## src/rtl/code_converter_pipe_if.sv

```systemverilog
// Valid/ready bus between the producer, the code converter and the consumer.
interface code_converter_pipe_if #(
  parameter int unsigned WIDTH = 8
);
  logic             in_valid;
  logic             in_ready;
  logic [1:0]       in_mode;
  logic [WIDTH-1:0] in_data;
  logic             out_valid;
  logic             out_ready;
  logic [WIDTH-1:0] out_data;
  logic             out_err;
  logic [1:0]       out_mode;

  modport master (
    output in_valid, in_mode, in_data, out_ready,
    input  in_ready, out_valid, out_data, out_err, out_mode
  );

  modport slave (
    input  in_valid, in_mode, in_data, out_ready,
    output in_ready, out_valid, out_data, out_err, out_mode
  );
endinterface

```

## src/rtl/code_converter_pipe.sv

```systemverilog
// Handshaked code converter: bin->Gray, iterative Gray->bin, BCD<->excess-3,
// with saturating transfer and error counters.
module code_converter_pipe #(
  parameter int unsigned WIDTH = 8,
  parameter int unsigned CNT_W = 16
) (
  input  logic                  clk,
  input  logic                  rst_n,
  code_converter_pipe_if.slave  io,
  output logic [CNT_W-1:0]      conv_cnt,
  output logic [CNT_W-1:0]      err_cnt
);

  localparam int unsigned CW  = $clog2(WIDTH);
  localparam int unsigned NIB = WIDTH / 4;

  if (((WIDTH % 4) != 0) || (WIDTH < 4)) begin : g_bad_width
    $error("code_converter_pipe: WIDTH must be a multiple of 4 and >= 4");
  end

  typedef enum logic [1:0] {IDLE, BUSY, DONE} state_t;

  state_t           state_q, state_n;
  logic [CW-1:0]    cnt_q, cnt_n, cnt_up;
  logic [WIDTH-1:0] gray_q, gray_n;
  logic [WIDTH-1:0] data_q, data_n;
  logic             err_q, err_n;
  logic             valid_q, valid_n;
  logic [1:0]       mode_q, mode_n;
  logic [CNT_W-1:0] conv_q, conv_n;
  logic [CNT_W-1:0] errc_q, errc_n;

  // Per-nibble excess-3 shift; returns {err, result}.
  function automatic logic [WIDTH:0] xs3_conv(input logic [WIDTH-1:0] d,
                                               input logic to_bcd);
    logic [3:0]       n;
    logic [WIDTH-1:0] r;
    logic             e;
    r = '0;
    e = 1'b0;
    for (int i = 0; i < int'(NIB); i++) begin
      n = d[4*i +: 4];
      if (to_bcd) begin
        r[4*i +: 4] = n - 4'd3;
        e = e | (n < 4'd3) | (n > 4'd12);
      end else begin
        r[4*i +: 4] = n + 4'd3;
        e = e | (n > 4'd9);
      end
    end
    return {e, r};
  endfunction

  always_comb begin
    state_n = state_q;
    cnt_n   = cnt_q;
    gray_n  = gray_q;
    data_n  = data_q;
    err_n   = err_q;
    valid_n = valid_q;
    mode_n  = mode_q;
    conv_n  = conv_q;
    errc_n  = errc_q;
    cnt_up  = cnt_q + CW'(1);

    case (state_q)
      IDLE: begin
        if (io.in_valid) begin
          mode_n = io.in_mode;
          case (io.in_mode)
            2'b00: begin
              data_n  = io.in_data ^ (io.in_data >> 1);
              err_n   = 1'b0;
              valid_n = 1'b1;
              state_n = DONE;
            end
            2'b01: begin
              // MSB passes straight through; lower bits resolve one per BUSY edge.
              gray_n            = io.in_data;
              data_n            = '0;
              data_n[WIDTH-1]   = io.in_data[WIDTH-1];
              err_n             = 1'b0;
              cnt_n             = CW'(WIDTH - 2);
              state_n           = BUSY;
            end
            2'b10: begin
              {err_n, data_n} = xs3_conv(io.in_data, 1'b0);
              valid_n         = 1'b1;
              state_n         = DONE;
            end
            default: begin
              {err_n, data_n} = xs3_conv(io.in_data, 1'b1);
              valid_n         = 1'b1;
              state_n         = DONE;
            end
          endcase
        end
      end
      BUSY: begin
        data_n[cnt_q] = data_q[cnt_up] ^ gray_q[cnt_q];
        cnt_n         = cnt_q - CW'(1);
        if (cnt_q == '0) begin
          valid_n = 1'b1;
          state_n = DONE;
        end
      end
      DONE: begin
        if (io.out_ready) begin
          valid_n = 1'b0;
          state_n = IDLE;
          if (conv_q != '1) conv_n = conv_q + CNT_W'(1);
          if (err_q && (errc_q != '1)) errc_n = errc_q + CNT_W'(1);
        end
      end
      default: begin
        valid_n = 1'b0;
        state_n = IDLE;
      end
    endcase
  end

  always_ff @(posedge clk) begin
    if (!rst_n) begin
      state_q <= IDLE;
      cnt_q   <= '0;
      gray_q  <= '0;
      data_q  <= '0;
      err_q   <= 1'b0;
      valid_q <= 1'b0;
      mode_q  <= 2'b00;
      conv_q  <= '0;
      errc_q  <= '0;
    end else begin
      state_q <= state_n;
      cnt_q   <= cnt_n;
      gray_q  <= gray_n;
      data_q  <= data_n;
      err_q   <= err_n;
      valid_q <= valid_n;
      mode_q  <= mode_n;
      conv_q  <= conv_n;
      errc_q  <= errc_n;
    end
  end

  assign io.in_ready  = (state_q == IDLE);
  assign io.out_valid = valid_q;
  assign io.out_data  = data_q;
  assign io.out_err   = err_q;
  assign io.out_mode  = mode_q;
  assign conv_cnt     = conv_q;
  assign err_cnt      = errc_q;

endmodule

```

## src/flat_wrapper.sv

```systemverilog
// flat-port wrapper written by rule: the top's interface ports become plain ports
module code_converter_pipe_flat 
#(
  parameter int unsigned WIDTH = 8,
  parameter int unsigned CNT_W = 16
)
  (clk, rst_n, conv_cnt, err_cnt, io_in_valid, io_in_mode, io_in_data, io_out_ready, io_in_ready, io_out_valid, io_out_data, io_out_err, io_out_mode);
  code_converter_pipe_if #(.WIDTH(WIDTH)) io_i ();
  input  logic clk;
  input  logic rst_n;
  output logic [CNT_W-1:0] conv_cnt;
  output logic [CNT_W-1:0] err_cnt;
  input wire logic [$bits(io_i.in_valid)-1:0] io_in_valid;
  input wire logic [$bits(io_i.in_mode)-1:0] io_in_mode;
  input wire logic [$bits(io_i.in_data)-1:0] io_in_data;
  input wire logic [$bits(io_i.out_ready)-1:0] io_out_ready;
  output wire logic [$bits(io_i.in_ready)-1:0] io_in_ready;
  output wire logic [$bits(io_i.out_valid)-1:0] io_out_valid;
  output wire logic [$bits(io_i.out_data)-1:0] io_out_data;
  output wire logic [$bits(io_i.out_err)-1:0] io_out_err;
  output wire logic [$bits(io_i.out_mode)-1:0] io_out_mode;
  assign io_i.in_valid = io_in_valid;
  assign io_i.in_mode = io_in_mode;
  assign io_i.in_data = io_in_data;
  assign io_i.out_ready = io_out_ready;
  assign io_in_ready = io_i.in_ready;
  assign io_out_valid = io_i.out_valid;
  assign io_out_data = io_i.out_data;
  assign io_out_err = io_i.out_err;
  assign io_out_mode = io_i.out_mode;
  code_converter_pipe #(.WIDTH(WIDTH), .CNT_W(CNT_W)) u_core (.clk(clk), .rst_n(rst_n), .io(io_i), .conv_cnt(conv_cnt), .err_cnt(err_cnt));
endmodule
```

## config.mk

```make
export PLATFORM = sky130hd
export DESIGN_NAME = code_converter_pipe_flat
export DESIGN_NICKNAME = d
export VERILOG_FILES = /design/src/rtl/code_converter_pipe_if.sv /design/src/rtl/code_converter_pipe.sv /design/src/flat_wrapper.sv
export SDC_FILE = /design/constraint.sdc
export NUM_CORES = 1
export LEC_CHECK = 0
export CAP_MARGIN = 20
export CELL_PAD_IN_SITES_DETAIL_PLACEMENT = 0
export CELL_PAD_IN_SITES_GLOBAL_PLACEMENT = 2
export CORE_ASPECT_RATIO = 2
export CORE_MARGIN = 3
export CORE_UTILIZATION = 25
export CTS_CLUSTER_DIAMETER = 30
export DETAILED_ROUTE_END_ITERATION = 8
export PLACE_DENSITY = 0.78
export SLEW_MARGIN = 10
export SYNTH_ARGS = -nofsm -noshare
export SYNTH_HDL_FRONTEND = slang
export SYNTH_SLANG_ARGS = --single-unit
```

## constraint.sdc

```tcl
create_clock -name clk -period 2.1 [get_ports clk]
set_input_delay 0.63 -clock clk [delete_from_list [all_inputs] [get_ports clk]]
set_output_delay 0.63 -clock clk [all_outputs]
set_load 0.01 [all_outputs]
```

==> run metrics, run 1 <==
Tmin final 2070 ps; antenna violations before repair 0; YS warnings 0; kind of critical path reg -> reg; routability cong. 0.836; Max Cap Violations 0; Slew Viols, Final 0; Synth Cell Area 3450 um2; Core Region 13500 um2; Avg Cell Area, Syn 8.34 um2; crit path max-delay cell type mux4_2; maximum clock rate 0.484 GHz; Worst-path clk slew 50 ps; Syn Nets 453; DR pass1 iterations 4; LEAKAGE 1.94 nW; reg2reg setup slack 30 ps; Fillers 1411; CP Depth 7; Worst VDD drop 0.422 mV; Worst-Skew Late Latency 330 ps; met2 Use GR 27.8%; RSZ-0062 raised after global routing true; dpl cells 671; Overall Power 0.00322 W; Post-synth EDFFs 0; Synth cell types 54; routed wire length 10.6 mm; Non-Filler Instances 689; Final Skew 8.53 ps; met3 usage 2.67%; flops & latches, synth 57; Global Route Usage Sum 14.5%; Final Hold Vio Count 0; r2r startpoint u_core.cnt_q[0]$_SDFFE_PN0P_; GRT busiest layer met2; vias 3404; crit start category register; Max-slew headroom 61.0%; global-route congestion overflow total 0; endpoint class of the critical path register; CP bufs+invs 1; sequential standard cell area 1150 um2; clock sink total 57; Hold Path Origin u_core.gray_q[6]$_SDFFE_PN0P_; Ports 59; drt via density 4.94; Post-DP Area 4660 um2; Setup crit start u_core.cnt_q[0]$_SDFFE_PN0P_; Rows 60; crit share post-route 98.4%; R2R cell count 7; pin count of the biggest net entering global routing 30; worst path arrival time 2320 ps; sequential area share after synthesis 33.1%; clk root buf clkbuf_16; CP required 2350 ps; Initial Util 25.5%; CP max FO 7; footprint of the multi-input gates 2210 um2; WL/cell 15.4 um; status finished, final reports clean; Synth async-reset ratio 0%; CP Capture Point u_core.io.out_data[5]$_SDFFE_PN0P_; total negative slack 0 ps; Fin Hold WS 451 ps; vias in the first global route 3409; worst r2r dst u_core.io.out_data[5]$_SDFFE_PN0P_; Pwr Density 639 nW/um2; share of layout cells above drive strength 1 20.0%; Min-Delay Path Class reg -> reg; die width 89.1 um; Syn-to-layout area delta 46.0%; Max Root-Sink Buffers 2; Finished Cell Area 5040 um2; # diodes 0; worst-margin pin slew 580 ps; DRC Markers 0; die area 15300 um2; Top delay family on crit path multiplexers; nets@finish 572; worst-path cell chain inv_4 > ha_4 > mux4_2 > mux2i_4 > xnor2_4 > nand4b_1 > o22ai_1; Post-Synthesis Cells 414; CP peak stage delay 520 ps; ys flop type dfxtp_1; hold_buf cts 0; Num CTS Buffers 9; met1 Usage GRT 14.3%; Antenna Nets Post-Route 0; H-tree levels 3; DRT iter0 DRCs 138; PortBufs 58; Final setup viols 0; Die Y 172 um; TritonCTS clock tree done; first-pass GRT wire length 17.0 mm; post-detail-place hpwl 8.42 mm
-- synth_stat cells, types with 5 or more instances --
cell type / n / area share (%)
a21oi_1: 31 / 4.5
and3_1: 5 / 0.91
clkbuf_1: 18 / 2.0
dfxtp_1: 57 / 33
ha_1: 25 / 9.1
inv_1: 16 / 1.7
inv_2: 5 / 0.54
mux2i_1: 5 / 1.4
nand2_1: 38 / 4.1
nand3_1: 23 / 3.3
nand4_1: 14 / 2.5
nor2_1: 42 / 4.6
nor2b_1: 5 / 0.91
o2111ai_1: 5 / 1.3
o21ai_0: 12 / 1.7
o21ai_1: 6 / 0.87
xnor2_1: 14 / 3.6
xor2_1: 18 / 4.6
-- worst min path at each step --
stage                                               end  slack (ps)  cells past startpoint
after global routing      u_core.gray_q[7]$_SDFFE_PN0P_         470                      2
after global placement    u_core.gray_q[0]$_SDFFE_PN0P_         440                      2
after floorplan           u_core.gray_q[1]$_SDFFE_PN0P_         430                      2
after CTS                 u_core.gray_q[6]$_SDFFE_PN0P_         450                      2
final                     u_core.gray_q[6]$_SDFFE_PN0P_         450                      2
after detailed placement  u_core.gray_q[6]$_SDFFE_PN0P_         450                      2
-- cell usage in the layout (no fill, tap or decap), types with 3 or more instances in the layout --
cell,synthesis,routed
nand3b_1,4,4
clkbuf_16,0,9
nand2_1,38,38
o21ai_0,12,12
dfxtp_1,57,55
nand3_1,23,23
nand4b_1,4,4
o22ai_1,4,4
o211ai_1,3,3
o21a_1,4,4
and2_1,3,3
inv_1,16,14
a31oi_1,4,4
nor2b_1,5,5
ha_1,25,24
clkdlybuf4s50_1,0,56
buf_4,0,68
a21oi_1,31,30
nand4_1,14,14
nor2_1,42,41
and4_1,4,4
a22oi_1,4,4
xor2_1,18,18
mux2i_1,5,5
and3_1,5,5
o21ai_1,6,6
nor4_2,1,3
xnor2_1,14,14
inv_2,5,5
nor3_1,4,3
o2111ai_1,5,5
-- tightest hold or removal path: stages (launching register included) --
cell     delay, ps
dfxtp_1        300
nand2_1         50
a21oi_1         50
-- cell type report --
type	instances	share of cell area, %
Multi-Input combinational cell	315	43.9
Tap cell	155	3.85
Sequential cell	57	22.7
Inverter	21	1.66
Timing Repair Buffer	129	22.8
Clock inverter	1	0.0993
Clock buffer	11	5.02
-- repair_timing --
item	4_1_cts	5_1_grt
setup buffers	0	6
resized for setup	2	16
pin swaps	1	6
gates cloned	0	0
setup endpoints to repair	1	10
-- cells by family (layout without fill, tap and decap cells) --
kind of cell | after synthesis | in the layout | synth area share (%)
flops | 57 | 57 | 33.1
buf+inv | 42 | 162 | 4.86
compound gates | 86 | 86 | 15.6
xor+xnor | 33 | 33 | 8.59
mux | 11 | 11 | 5.33
simple gates | 160 | 160 | 23.5
fa+ha+maj | 25 | 25 | 9.06
-- report_power, final --
group | switching, W | leakage, nW | internal [W]
logic | 0.000381 | 1.35 | 0.000375
clock network | 0.000453 | 0.129 | 0.000829
registers | 0.0000496 | 0.463 | 0.00113
total | 0.000883 | 1.94 | 0.00234
-- registers in the layout, indices dropped and copies added, names as in the netlist --
| name | cells |
|---|---|
| u_core.gray_q | 8 |
| u_core.io.out_valid | 1 |
| u_core.io.out_err | 1 |
| u_core.conv_cnt | 16 |
| u_core.err_cnt | 16 |
| u_core.io.out_data | 8 |
| u_core.cnt_q | 3 |
| u_core.state_q | 2 |
| u_core.io.out_mode | 2 |
-- metal layers --
layer	wire [um]	up-vias	part of all wire [%]
met3	348	18	3.3
met5	0	-	0
met1	3930	1618	37
met4	303	0	2.9
met2	6020	66	57
li1	-	1702	-
-- through the flow --
step                      worst slack, ps  utilization (%)
after global routing                -34.9             37.3
final                                32.9             37.3
after floorplan                      13.9                -
after global placement               -261             34.5
after CTS                            9.51             36.5
after detailed placement             -293             34.5
(Power assumes the default switching activity.)
==> inputs of run 2 (changes only) <==
Settings changed: SETUP_SLACK_MARGIN from default to 0.05.
==> run 2 against run 1 <==
  * Largest cell class unchanged
  * Cell area increased by 1.7%
  * Highest routed layer unchanged
  * Sequential share of layout area shrank 0.43 points
  * Total power increased by 13%
  * Critical path depth unchanged
  * Die area unchanged
  * First-iteration DRC count shrank 5.1%
  * Final cell count rose by 0.73%
  * Clock skew is 4.1 ps lower
  * Critical path type unchanged
  * Flip-flop and latch count is the same
  * Clock power grew 31%
==> run metrics, run 2 (synthesis results as in run 1) <==
hold_buf cts 0; Top delay family on crit path multiplexers; Final setup viols 0; antenna violations before repair 0; PortBufs 58; Die Y 172 um; CP max FO 7; Final Skew 4.39 ps; Slew Viols, Final 0; share of layout cells above drive strength 1 21.3%; # diodes 0; Worst Setup Slack, final 25.8 ps; die area 15300 um2; Rows 60; most frequent cells in the layout buf_4 (71), dfxtp_1 (55), clkdlybuf4s50_1 (52); CP required 2350 ps; Fin Hold WS 453 ps; Final Hold Vio Count 0; endpoint class of the critical path register; worst-path cell chain inv_2 > ha_4 > mux4_2 > mux2i_4 > xnor2_4 > nand4b_1 > o22ai_1; clk root buf clkbuf_16; Overall Power 0.00364 W; DRT iter0 DRCs 131; Max Root-Sink Buffers 2; routed wire length 11.0 mm; routability cong. 0.877; crit start category register; WL/cell 15.9 um; pin count of the biggest net entering global routing 33; Max-slew headroom 56.7%; Worst VDD drop 0.427 mV; first-pass GRT wire length 17.6 mm; vias 3474; vias in the first global route 3569; Antenna Nets Post-Route 0; Tmin final 2070 ps; die width 89.1 um; kind of critical path reg -> reg; Global Route Usage Sum 15.1%; drt via density 5.01; worst-margin pin slew 649 ps; status finished, final reports clean; LEAKAGE 2.01 nW; crit share post-route 98.8%; RSZ-0062 raised after global routing true; nets@finish 573; TritonCTS clock tree done; DRC Markers 0; post-detail-place hpwl 8.84 mm; CP peak stage delay 520 ps; worst path arrival time 2320 ps; global-route congestion overflow total 0; fin util 37.9%; Syn-to-layout area delta 48.4%; commonest non-fill, non-tap cell in the layout buf_4; Worst-Skew Late Latency 320 ps; Initial Util 25.5%; Pwr Density 710 nW/um2; DR pass1 iterations 4; Fillers 1402; CP bufs+invs 1; Ports 59; clock sink total 57; Min-Delay Path Class reg -> reg; maximum clock rate 0.482 GHz; crit path max-delay cell type mux4_2; Num CTS Buffers 9; Core Region 13500 um2; H-tree levels 3; Max Cap Violations 0; Setup Slack @ Placement -406 ps; Worst-path clk slew 50 ps
run 2: cell count changes in the layout (fill, tap and decap cells not counted), moves of 2 or more:
cell             previous run  this run
dlymetal6s2s_1              2         6
inv_4                       2         0
bufinv_16                   0         3
buf_4                      68        71
clkdlybuf4s50_1            56        52
inv_2                       5         8
clkinv_2                    1         3
run 2: repair_timing:
item	in CTS	in global routing
buffers inserted	1	1
endpoints found under the hold margin	0	0
endpoints found under the setup margin	10	13
resized for setup	6	14
pin swaps	0	10
run 2: routing by layer:
layer | vias up | GRT usage [%] | routed length (um)
li1 | 1717 | - | -
met1 | 1665 | 14.4 | 3990
met2 | 72 | 29.9 | 6350
met3 | 20 | 2.34 | 312
met4 | 0 | 6.93 | 363
met5 | - | 0 | 0
run 2: final timing paths:
check / slack, ps / cells past startpoint / start / end
hold reg to reg: 450 / 2 / u_core.gray_q[4]$_SDFFE_PN0P_ / u_core.gray_q[4]$_SDFFE_PN0P_
hold / removal: 450 / 2 / u_core.gray_q[4]$_SDFFE_PN0P_ / u_core.gray_q[4]$_SDFFE_PN0P_
setup reg to reg: 30 / 7 / u_core.cnt_q[0]$_SDFFE_PN0P_ / u_core.io.out_data[5]$_SDFFE_PN0P_
setup / recovery: 30 / 7 / u_core.cnt_q[0]$_SDFFE_PN0P_ / u_core.io.out_data[5]$_SDFFE_PN0P_
run 2: worst register-to-register path: stages, from the launching register on:
cell	delay (ps)
dfxtp_2	330
inv_2	50
ha_4	260
mux4_2	520
mux2i_4	240
xnor2_4	150
nand4b_1	260
o22ai_1	190
run 2: layout make-up:
cell class | instances | area [um2] | share of cell area [%]
well taps | 155 | 194 | 3.79
multi-input cells | 315 | 2210 | 43.2
clock buffers | 10 | 239 | 4.66
clock inverters | 6 | 105 | 2.05
inverters | 21 | 78.8 | 1.54
repair buffers | 130 | 1150 | 22.4
flip-flops and latches | 57 | 1140 | 22.3
run 2: power by group:
| part | switching, W | internal (W) |
|---|---|---|
| clock network | 0.000498 | 0.00118 |
| registers | 0.0000518 | 0.00113 |
| logic | 0.000393 | 0.000378 |
| total | 0.000943 | 0.00269 |
run 2: through the flow:
step | std cells | cell area, um2 | setup TNS [ps]
5_1_grt | 694 | 5120 | -138
6_report | 694 | 5120 | 0
3_5_place_dp | 676 | 4690 | -6720
2_1_floorplan | 414 | 3480 | 0
4_1_cts | 693 | 5070 | 0
3_3_place_gp | 676 | 4690 | -6150
==> inputs of run 3 (changes only) <==
Settings changed: CORE_UTILIZATION 25 to 28, PLACE_DENSITY 0.78 to 0.85, REMOVE_ABC_BUFFERS from default to 1.
==> run 3 against run 2 <==
  * Utilization grew 3.9 points
  * Total power decreased by 11%
  * Clock power down 23%
  * Die area shrank 10%
  * Sequential share of layout area rose by 0.68 points
  * Critical path type is now in -> reg
  * Global-route usage rose by 0.51 points
  * Combinational power down 3.0%
  * Maximum frequency increased by 1.8%
==> run metrics, run 3 (synthesis results as in run 1) <==
CP required 2340 ps; first-pass GRT wire length 17.1 mm; status finished, final reports clean; Worst Setup Slack, final 61.7 ps; die width 84.5 um; drt via density 5.08; routed wire length 10.4 mm; DRC Markers 0; worst path arrival time 2280 ps; global-route congestion overflow total 0; share of layout cells above drive strength 1 19.7%; PortBufs 58; Rows 56; most frequent cells in the layout buf_4 (55), clkdlybuf4s50_1 (54), dfxtp_1 (54); Min-Delay Path Class reg -> reg; worst-margin pin slew 411 ps; Tmin final 2040 ps; Logic pwr share 23.1%; pin count of the biggest net entering global routing 30; footprint of the multi-input gates 2240 um2; nets@finish 560; Global Route Usage Sum 15.6%; Slew Viols, Final 0; LEAKAGE 1.90 nW; Final Hold Vio Count 0; # diodes 0; total negative slack 0 ps; Num CTS Buffers 9; Syn-to-layout area delta 44.2%; reg2reg setup slack 80 ps; Worst-path clk slew 50 ps; Final setup viols 0; Max Root-Sink Buffers 2; H-tree levels 3; Fillers 1242; Die Y 163 um; WL/cell 15.5 um; clock power share 40.3%; commonest non-fill, non-tap cell in the layout buf_4; routability cong. 0.843; post-detail-place hpwl 8.13 mm; Worst VDD drop 0.435 mV; Pwr Density 649 nW/um2; DR pass1 iterations 4; Finished Cell Area 4980 um2; crit share post-route 97.1%; Fin Hold WS 459 ps; CP max FO 3; DRT iter0 DRCs 112; part of the power in registers 36.6%; crit start category primary input; Max Cap Violations 0; endpoint class of the critical path register; TritonCTS clock tree done; Setup Slack @ Placement -383 ps; vias in the first global route 3459; Ports 59; CP peak stage delay 470 ps; maximum clock rate 0.491 GHz; clk root buf clkbuf_16; switching share of power 27.4%; Final Skew 5.25 ps; antenna violations before repair 0; kind of critical path in -> reg; sequential standard cell area 1140 um2; switching power 0.000886 W; worst-path cell chain clkdlybuf4s50_1 > inv_1 > ha_1 > nor2b_1 > a211oi_2 > a31oi_1 > o41a_1 > o22ai_1; crit path max-delay cell type clkdlybuf4s50_1; Core Region 11900 um2; vias 3400; Worst-Skew Late Latency 320 ps; Post-DP Area 4590 um2; clock sink total 57; total internal power 0.00234 W; die area 13800 um2; Max-slew headroom 72.6%; Initial Util 29.0%; Antenna Nets Post-Route 0; RSZ-0062 raised after global routing true
-- run 3: changes by cell type in the layout (fill, tap and decap cells not counted), sizes merged --
cell / previous run / this run
buf: 72 / 59
clkdlybuf4s50: 52 / 54
clkbuf: 10 / 14
dlymetal6s2s: 6 / 4
clkinv: 3 / 0
bufinv: 3 / 0
-- run 3: cell type report --
type                    count  area share (%)
flip-flops and latches     57            23.0
inverters                  21            1.58
clock buffers              14            5.30
multi-input cells         315            45.1
repair buffers            117            21.4
well taps                 145            3.64
-- run 3: path summary, 6_finish.rpt --
path / startpoint / to / cells after the start
setup reg to reg: u_core.cnt_q[0]$_SDFFE_PN0P_ / u_core.io.out_data[6]$_SDFFE_PN0P_ / 7
hold / removal: u_core.gray_q[6]$_SDFFE_PN0P_ / u_core.gray_q[6]$_SDFFE_PN0P_ / 2
hold reg to reg: u_core.gray_q[6]$_SDFFE_PN0P_ / u_core.gray_q[6]$_SDFFE_PN0P_ / 2
setup / recovery: io_in_data[5] / u_core.io.out_data[5]$_SDFFE_PN0P_ / 8
-- run 3: routing by layer --
layer / routed length (um) / global-route usage (%) / up-vias
li1: - / - / 1683
met1: 3850 / 15.9 / 1613
met2: 5880 / 29.7 / 83
met3: 328 / 2.47 / 21
met4: 339 / 8.21 / 0
met5: 0 / 0 / -
-- run 3: stage by stage --
step	cells	total power, W	util (%)
2_1_floorplan	393	0.00155	-
3_3_place_gp	654	0.00189	38.5
3_5_place_dp	654	0.00190	38.5
5_1_grt	669	0.00339	41.8
6_report	669	0.00323	41.8
4_1_cts	668	0.00324	41.0
-- run 3: power by group through the flow --
| stage | clock network [W] | logic (W) | registers (W) |
|---|---|---|---|
| after CTS | 0.00134 | 0.000722 | 0.00118 |
| after global placement | 0 | 0.000696 | 0.00120 |
| final | 0.00130 | 0.000748 | 0.00118 |
| after global routing | 0.00139 | 0.000820 | 0.00118 |
| after detailed placement | 0 | 0.000706 | 0.00120 |
| after floorplan | 0 | 0.000324 | 0.00122 |
-- run 3: worst max-delay path, delay by kind of cell --
kind | cells | cell delay [ps]
and+or+nand+nor | 1 | 130
buffers and inverters | 2 | 550
AOI/OAI and AO/OA | 4 | 680
adders and majority gates | 1 | 290
-- run 3: repair_timing --
action / 4_1_cts / 5_1_grt
setup endpoints to repair: 8 / 27
hold buffers: 0 / 0
gates resized for setup: 8 / 23
setup buffers: 0 / 1
pin swaps: 4 / 14
